**src/rtl/uart_tx_fifo.sv**
```systemverilog
// uart_tx_fifo
// Byte-wide transmit buffer between the CPU store path and the UART
// transmitter. Stores are pushed into a circular FIFO. A launch FSM pops one
// byte at a time, presents it on tx_data with a one-cycle send_tx pulse, and
// then follows the transmitter's busy handshake before launching the next byte.
//
// Optional feature macro: UART_TX_FIFO_TIMEOUT_EN
//   defined   : WAIT_BUSY gives up after BUSY_TIMEOUT cycles without
//               uart_busy rising, sets the sticky timeout_err flag and returns
//               to IDLE. The byte counts as sent and is not retried.
//   undefined : WAIT_BUSY waits forever and timeout_err is tied low.
//
// Every output comes straight from a register, so there is no combinational
// path from wr_en or uart_busy to any output.
module uart_tx_fifo #(
    parameter int DEPTH_LOG2   = 3,
    parameter int BUSY_TIMEOUT = 16
) (
    input  logic                  clk,
    input  logic                  reset,
    input  logic                  wr_en,
    input  logic [7:0]            wr_data,
    input  logic                  clr_overflow,
    input  logic                  uart_busy,
    output logic                  send_tx,
    output logic [7:0]            tx_data,
    output logic [DEPTH_LOG2:0]   fifo_count,
    output logic                  fifo_empty,
    output logic                  fifo_full,
    output logic                  overflow,
    output logic                  timeout_err
);

    localparam int DEPTH = 1 << DEPTH_LOG2;
    localparam logic [DEPTH_LOG2-1:0] PTR_ONE  = (DEPTH_LOG2)'(1);
    localparam logic [DEPTH_LOG2:0]   CNT_ONE  = (DEPTH_LOG2+1)'(1);
    localparam logic [DEPTH_LOG2:0]   FULL_CNT = (DEPTH_LOG2+1)'(DEPTH);

    // Reject parameter values outside the supported range at elaboration.
    if (DEPTH_LOG2 < 1 || DEPTH_LOG2 > 6) begin : g_bad_depth
        $error("uart_tx_fifo: DEPTH_LOG2 must be in 1..6");
    end
    if (BUSY_TIMEOUT < 2 || BUSY_TIMEOUT > 255) begin : g_bad_timeout
        $error("uart_tx_fifo: BUSY_TIMEOUT must be in 2..255");
    end

    typedef enum logic [1:0] {
        IDLE      = 2'd0,
        LAUNCH    = 2'd1,
        WAIT_BUSY = 2'd2,
        WAIT_DONE = 2'd3
    } state_t;

    state_t                  state_q;
    logic [7:0]              mem_q [DEPTH];
    logic [DEPTH_LOG2-1:0]   wr_ptr_q;
    logic [DEPTH_LOG2-1:0]   rd_ptr_q;
    logic [DEPTH_LOG2:0]     count_q;
    logic [DEPTH_LOG2:0]     count_d;
    logic                    empty_q;
    logic                    full_q;
    logic                    overflow_q;
    logic                    overflow_d;
    logic                    send_tx_q;
    logic [7:0]              tx_data_q;

    logic                    pop;
    logic                    push_ok;
    logic                    drop;

    // The only pop point is the IDLE->LAUNCH transition.
    assign pop     = (state_q == IDLE) && !empty_q && !uart_busy;
    // A push into a full FIFO still fits when the same edge frees a slot.
    assign push_ok = wr_en && (!full_q || pop);
    assign drop    = wr_en && !push_ok;

    // Next occupancy: a simultaneous push and pop leaves the count unchanged.
    always_comb begin
        count_d = count_q;
        if (push_ok && !pop) begin
            count_d = count_q + CNT_ONE;
        end else if (!push_ok && pop) begin
            count_d = count_q - CNT_ONE;
        end
    end

    // Sticky overflow: a new drop wins over a clear in the same cycle.
    always_comb begin
        overflow_d = (overflow_q && !clr_overflow) || drop;
    end

    // Storage array; contents past the read pointer are don't-care, so no reset.
    always_ff @(posedge clk) begin
        if (push_ok) begin
            mem_q[wr_ptr_q] <= wr_data;
        end
    end

    // Pointers, occupancy counter and registered status flags.
    always_ff @(posedge clk) begin
        if (reset) begin
            wr_ptr_q   <= '0;
            rd_ptr_q   <= '0;
            count_q    <= '0;
            empty_q    <= 1'b1;
            full_q     <= 1'b0;
            overflow_q <= 1'b0;
        end else begin
            if (push_ok) begin
                wr_ptr_q <= wr_ptr_q + PTR_ONE;
            end
            if (pop) begin
                rd_ptr_q <= rd_ptr_q + PTR_ONE;
            end
            count_q    <= count_d;
            empty_q    <= (count_d == '0);
            full_q     <= (count_d == FULL_CNT);
            overflow_q <= overflow_d;
        end
    end

`ifdef UART_TX_FIFO_TIMEOUT_EN
    logic [7:0] tmo_cnt_q;
    logic       timeout_err_q;
`endif

    // Launch FSM: pop a byte, pulse send_tx, then follow the busy handshake.
    always_ff @(posedge clk) begin
        if (reset) begin
            state_q       <= IDLE;
            send_tx_q     <= 1'b0;
            tx_data_q     <= 8'h00;
`ifdef UART_TX_FIFO_TIMEOUT_EN
            tmo_cnt_q     <= 8'd0;
            timeout_err_q <= 1'b0;
`endif
        end else begin
            send_tx_q <= 1'b0;
            case (state_q)
                IDLE: begin
                    if (pop) begin
                        // tx_data only ever changes on the edge entering LAUNCH.
                        tx_data_q <= mem_q[rd_ptr_q];
                        send_tx_q <= 1'b1;
                        state_q   <= LAUNCH;
                    end
                end
                LAUNCH: begin
                    state_q   <= WAIT_BUSY;
`ifdef UART_TX_FIFO_TIMEOUT_EN
                    tmo_cnt_q <= 8'd0;
`endif
                end
                WAIT_BUSY: begin
                    if (uart_busy) begin
                        state_q <= WAIT_DONE;
                    end
`ifdef UART_TX_FIFO_TIMEOUT_EN
                    else if (tmo_cnt_q == 8'(BUSY_TIMEOUT - 1)) begin
                        // Transmitter never acknowledged; drop the byte and move on.
                        timeout_err_q <= 1'b1;
                        state_q       <= IDLE;
                    end else begin
                        tmo_cnt_q <= tmo_cnt_q + 8'd1;
                    end
`endif
                end
                WAIT_DONE: begin
                    if (!uart_busy) begin
                        state_q <= IDLE;
                    end
                end
                default: state_q <= IDLE;
            endcase
        end
    end

`ifdef UART_TX_FIFO_TIMEOUT_EN
    assign timeout_err = timeout_err_q;
`else
    assign timeout_err = 1'b0;
`endif

    assign send_tx    = send_tx_q;
    assign tx_data    = tx_data_q;
    assign fifo_count = count_q;
    assign fifo_empty = empty_q;
    assign fifo_full  = full_q;
    assign overflow   = overflow_q;

endmodule

```
**config.mk**
```make
export PLATFORM = sky130hd
export DESIGN_NAME = uart_tx_fifo
export DESIGN_NICKNAME = d
export VERILOG_FILES = /design/src/rtl/uart_tx_fifo.sv
export SDC_FILE = /design/constraint.sdc
export NUM_CORES = 1
export LEC_CHECK = 0
export CELL_PAD_IN_SITES_DETAIL_PLACEMENT = 0
export CELL_PAD_IN_SITES_GLOBAL_PLACEMENT = 2
export CORE_MARGIN = 4
export CORE_UTILIZATION = 38
export DETAILED_ROUTE_END_ITERATION = 10
export PLACE_DENSITY = 0.87
export SLEW_MARGIN = 0
export SYNTH_ARGS = -nofsm -noshare
export SYNTH_HDL_FRONTEND = slang
export SYNTH_SLANG_ARGS = --single-unit
```
**constraint.sdc**
```tcl
create_clock -name clk -period 2.39 [get_ports clk]
set_input_delay 0.478 -clock clk [delete_from_list [all_inputs] [get_ports clk]]
set_output_delay 0.478 -clock clk [all_outputs]
set_load 0.05 [all_outputs]
```
== After elaboration in Yosys (flattened, before gate mapping) ==
Memories as Yosys holds them, arrays and structs flattened. A register that Yosys moved wholly into a read port is not among the register bits.
Cells that the tools add are included.

* Register bits: 16
* Latch bits: 0
* Memory bits (writable): 64
* Memory bits (read-only): 0
* Output and inout bits: 17
* Word-level logic and storage cells: 50
* Memories: 1

* Add/sub/neg operators: 4
* $mul: 0
* Divide/modulo/power cells: 0
* Magnitude comparators: 0
* Equality and inequality tests: 7
* Shifts and indexed selects: 0
* Multiplexer cells: 9
* Bitwise logic cells: 1
* Reductions and logical operators: 20

{| class="wikitable"
|+ Memory list
! name !! depth !! bits a word !! read ports !! clocked after memory_dff !! wr ports !! line !! text
|-
| mem_q || 8 || 8 || 1 || 1 || 1 || 55 || <nowiki>logic [7:0] mem_q [DEPTH];</nowiki>
|}

{| class="wikitable"
|+ Operators by type and width
! cell !! number
|-
| $mux 4 || 2
|-
| $pmux 2 s4 || 1
|-
| $logic_and 1x1->1 || 7
|-
| $add 3x1->3 const B || 2
|-
| $logic_not 1->1 || 6
|-
| $mux 2 || 3
|-
| $ne 2x2->1 const B || 3
|-
| $add 4x1->4 const B || 1
|-
| $eq 2x2->1 const B || 2
|-
| $eq 4x4->1 const B || 1
|-
| $logic_not 4->1 || 1
|-
| $sub 4x1->4 const B || 1
|-
| $mux 1 || 3
|-
| $reduce_and 3->1 || 1
|-
| $eq 2x1->1 const B || 1
|-
| $logic_not 2->1 || 1
|-
| $logic_or 1x1->1 || 2
|-
| $reduce_and 2->1 || 1
|-
| $reduce_or 2->1 || 1
|-
| $not 1->1 || 1
|}

== Longest topological paths before layout ==
Gate-level depths: netlist (run 1).

* Depth after elaboration: 10
* Gate-level depth with buffers: 7
* Depth with buffers taken out: 6

== Least setup slack after synthesis (run 1) ==
No wires, ideal clock.

* Path type: register to register
* From: register state_q[0]
* To: memory mem_q[0][0], enable pin
* Library setup time: 0.383 ns
* Arrival time: 2.063 ns
* Required time: 2.007 ns
* Slack: -0.057 ns
* Cell stages (with the launch flop): 7
* Path buffers: 0
* Path through: dfxtp_1 -> inv_1 -> ha_1 -> nor3b_2 -> o21ai_1 -> or2_2 -> nor3_1

* Word-level cells in the longest chain between the ends: 7

{| class="wikitable"
|+ RTL lines
! item !! line !! text
|-
| start, declared || 54 || <nowiki>state_t state_q;</nowiki>
|-
| start signal, assigned || 130 || <nowiki>state_q <= IDLE;</nowiki>
|-
| start signal, assigned || 145 || <nowiki>state_q <= LAUNCH;</nowiki>
|-
| start signal, assigned || 149 || <nowiki>state_q <= WAIT_BUSY;</nowiki>
|-
| $logic_not 2->1 || 72 || <nowiki>assign pop = (state_q == IDLE) && !empty_q && !uart_busy;</nowiki>
|-
| $logic_and 1x1->1 (2 in a row) || 72 ||
|-
| $logic_or 1x1->1 || 74 || <nowiki>assign push_ok = wr_en && (!full_q || pop);</nowiki>
|-
| $logic_and 1x1->1 || 74 ||
|-
| $mux 1 || 94 || <nowiki>if (push_ok) begin</nowiki>
|-
| $mux 1 (implied by the code) || 95 || <nowiki>mem_q[wr_ptr_q] <= wr_data;</nowiki>
|-
| end, declared || 55 ||
|}

Every way passes these cells.

== Worst setup path in the final report (run 1) ==
* From: register count_q[1], in the netlist fifo_count[1]
* To: output fifo_count[1]

{| class="wikitable"
|+ RTL lines
! item !! line !! text
|-
| start, declared || 58 || <nowiki>logic [DEPTH_LOG2:0] count_q;</nowiki>
|-
| start signal, assigned || 115 || <nowiki>count_q <= count_d;</nowiki>
|-
| end, declared || 27 || <nowiki>output logic [DEPTH_LOG2:0] fifo_count,</nowiki>
|}

No word-level cell between the ends.

==> results of run 1 <==
## metal layers
metal  track usage  vias up  routed length [um]
met3       0.04200        7                 304
met4       0.05061        0                 113
met1        0.1723     1019                3070
met5             0        -                   0
met2        0.2058       46                3281
li1              -      964                   -
## flip-flops by register name, summed over array words and instances, names as in the netlist
signal      count
state_q         2
wr_ptr_q        3
mem_q          64
rd_ptr_q        3
fifo_full       1
send_tx         1
fifo_empty      1
tx_data         8
overflow        1
fifo_count      4
## synth_stat cells, types with 2 or more instances
cell type  instances
o211ai_1           3
nand3_1            2
nand2b_1           3
clkbuf_1           5
mux2i_1           10
buf_2              4
dfxtp_1           24
ha_1               8
mux4_2            16
a211oi_1          12
nand2_1            5
inv_1              8
buf_4              3
nor3_1             6
edfxtp_1          64
a21oi_1            6
nor2_1            26
xor2_1             2
xnor2_1            2
## through the flow
stage	worst slack (ns)	power, W	util	cells
2_1_floorplan	0.009766	0.002465	-	227
3_3_place_gp	0.08332	0.002713	0.4442	374
3_5_place_dp	0.05583	0.002727	0.4442	374
4_1_cts	0.1928	0.003770	0.4661	390
5_1_grt	0.1021	0.003916	0.4661	390
6_report	0.2167	0.003727	0.4661	390
## logic make-up after synthesis
| family | Yosys count | synth area share |
|---|---|---|
| DFF | 88 | 0.6725 |
| and+or+nand+nor | 50 | 0.07041 |
| AOI/OAI and AO/OA | 29 | 0.05920 |
| muxes | 26 | 0.1289 |
| buffers and inverters | 20 | 0.02557 |
| adders and majority gates | 8 | 0.02802 |
| xor gates and xnor gates | 5 | 0.01436 |
| other | 1 | 0.001050 |
## worst max path at each step
stage | slack, ns | cells after the start | to | from
6_report | 0.22 | 1 | fifo_count[1] | fifo_count[1]
5_1_grt | 0.10 | 7 | mem_q[6][7] | state_q[0]
4_1_cts | 0.19 | 1 | fifo_count[1] | fifo_count[1]
3_5_place_dp | 0.06 | 6 | mem_q[6][1] | uart_busy
3_3_place_gp | 0.08 | 6 | mem_q[6][0] | uart_busy
2_1_floorplan | 0.01 | 6 | mem_q[1][0] | state_q[0]
## power groups by stage
stage                     Clock (W)  Combinational (W)  Sequential [W]
after floorplan                   0           0.000470         0.00200
after global placement            0           0.000873         0.00184
after detailed placement          0           0.000884         0.00184
after CTS                   0.00107           0.000888         0.00181
after global routing        0.00114           0.000957         0.00182
final                       0.00104           0.000880         0.00181
## layout make-up
cell class | instances | area share
flip-flops and latches | 88 | 0.5604
inverters | 8 | 0.007005
clock inverters | 7 | 0.01810
clock buffers | 9 | 0.02890
well taps | 111 | 0.03240
repair buffers | 48 | 0.1004
multi-input cells | 119 | 0.2528
==> impl_summary.txt, run 1 <==
----------------------------------------------------
[Clocking]
  Number of clock buffers inserted by TritonCTS ... 9
  Clock slew at reported path FFs ... 0.09 ns
  TritonCTS sink count ... 88
  Root buffer cell ... clkbuf_8
  Worst skew pair latency ... 0.36 ns
  Largest buffer count on any clock path ... 2
  Post CTS Setup Buffer Count ... 0
  CTS tree ... yes
  H-tree depth ... 3
  Number of gates given a new drive strength after cts ... 0
  Number of hold buffers added after CTS ... 0

[Global routing]
  First-pass GRT wire length ... 11.00 mm
  Largest net degree at the start of global routing ... 19
  Total global-route track usage ... 0.1320
  Via count of the first global-routing pass ... 2059
  Residual overflow from global routing ... 0
  Initial antenna violation count ... 0

[STA]
  Total setup violations reported at the end of the flow ... 0
  Count of endpoints failing hold in the final timing report ... 0
  Actual slew at the worst max-slew pin ... 0.6627 ns
  Worst hold slack ... 0.5007 ns
  Final number of max-transition violations ... 0
  Headroom to the max-slew limit ... 0.5576
  Final worst path period need ... 2.173 ns
  Setup TNS Final ... 0 ns
  RSZ-0062 raised after global routing ... false
  Post-route fraction of the period consumed by the critical path ... 0.9093
  Post-Route Skew ... 0.005710 ns
  Achievable clock frequency ... 460.1 MHz

[Critical path]
  R2R Path End ... mem_q[6][7]
  Buf+Inv Stages, Crit Path ... 1
  Peak per-stage delay on the critical path ... 0.86 ns
  Standard cell with the maximum stage delay on the critical path ... clkdlybuf4s50_1
  Launch instance of the worst register-to-register path ... state_q[0]
  Kind of cell adding the most delay to the critical path ... buffers and inverters
  WP data arrival ... 1.70 ns
  Critical path endpoint category ... output port
  Worst path cell trace ... clkdlybuf4s50_1
  Reg2Reg Depth ... 7
  Startpoint class of the critical path ... register
  Kind of critical path ... register to output port
  FF-to-FF setup slack ... 0.27 ns
  Data required time of the worst path ... 1.91 ns
  Worst Path Max Fanout ... 8

[Finish]
  Number of fill cells in the layout ... 803
  Fin area ... 0.004287 mm2
  Layout cells sized above 1 ... 0.2007
  Total area of multi-input combinational cells ... 0.001084 mm2
  Leading cell type in the layout, fill and taps excluded ... edfxtp_1
  Layout Area Growth over Synthesis ... 20.00%
  Combined flip-flop and latch cell area ... 0.002402 mm2
  Number of inserted diodes ... 0
  Leading cell types in the layout, fill and taps excluded ... edfxtp_1 (64), clkdlybuf4s50_1 (28), nor2_1 (26)
  Total Nets Final ... 295

[Floorplanning]
  Row Count ... 35
  Die W ... 105.0 um
  Total die area ... 0.01102 mm2
  Initial core utilization ... 0.3884
  Boundary pin count ... 30
  Placeable core area ... 0.009196 mm2
  Vertical die dimension ... 105.0 um

[Detailed routing]
  Initial drt markers ... 95
  Via Count ... 2036
  Number of nets with antenna violations after routing ... 0
  DRC Markers ... 0
  Drt wl/cell ... 17.36 um
  First-pass iteration count of the detailed router ... 4
  Aggregate routed wire length ... 6.770 mm
  Per-cell via count in the routed design ... 5.221

[Pwr]
  Switching part of the total ... 0.3011
  Pint ... 0.002605 W
  Power share of the clock group ... 0.280
  Sequential power share ... 0.484
  Total power per unit cell area ... 869.3 mW/mm2
  Combinational group share of total power ... 0.236
  Leakage power ... 1.430 nW
  Psw ... 0.001122 W
  Peak supply drop ... 0.2794 mV

[Synth]
  Cell taking the most area after synthesis ... edfxtp_1
  EDFF count, synth ... 64
  Top_reg_cell synth ... edfxtp_1
  Async S/R FF share, synth ... 0
  Area of the mapped netlist ... 0.003572 mm2
  Top post-synthesis cells by area ... edfxtp_1 (54%), dfxtp_1 (13%), mux4_2 (10%)
  Yosys top cell area share ... 0.5380
  Warnings from Yosys ... 0
  Share of the yosys chip area belonging to registers ... 0.6725
  Number of distinct library cell variants in the gate-level netlist after synthesis ... 37
  Syn avg cell area ... 15.74 um2
  Flip-flop and latch count after synthesis ... 88
  Net count after synthesis ... 248
  Cells after Synth ... 227

[Min path]
  Worst hold path stage count ... 2
  Path type of the worst min-delay path ... register to register
  Worst hold endpoint ... overflow
  Hold path start ... overflow

[Placed design]
  Total of buffers placed on input and output ports ... 28
  Final estimated routing congestion in global placement ... 0.7987
  Placed cell area ... 0.004085 mm2
  Dpl hpwl ... 4.680 mm

[Run]
  Number of max-capacitance violations reported ... 0

[Run status]
  Outcome ... complete, no violations

----------------------------------------------------
Power figures use the tool's default switching activity.
==> run 2, diff against run 1 <==
--- a/config.mk
+++ b/config.mk
@@ -10,6 +10,7 @@
 export CORE_MARGIN = 4
 export CORE_UTILIZATION = 38
 export DETAILED_ROUTE_END_ITERATION = 10
+export HOLD_SLACK_MARGIN = 0.08
 export PLACE_DENSITY = 0.87
 export SLEW_MARGIN = 0
 export SYNTH_ARGS = -nofsm -noshare
==> results of run 2 <==
Same layout as run 1: the final DEF is identical, and so are final timing and power.
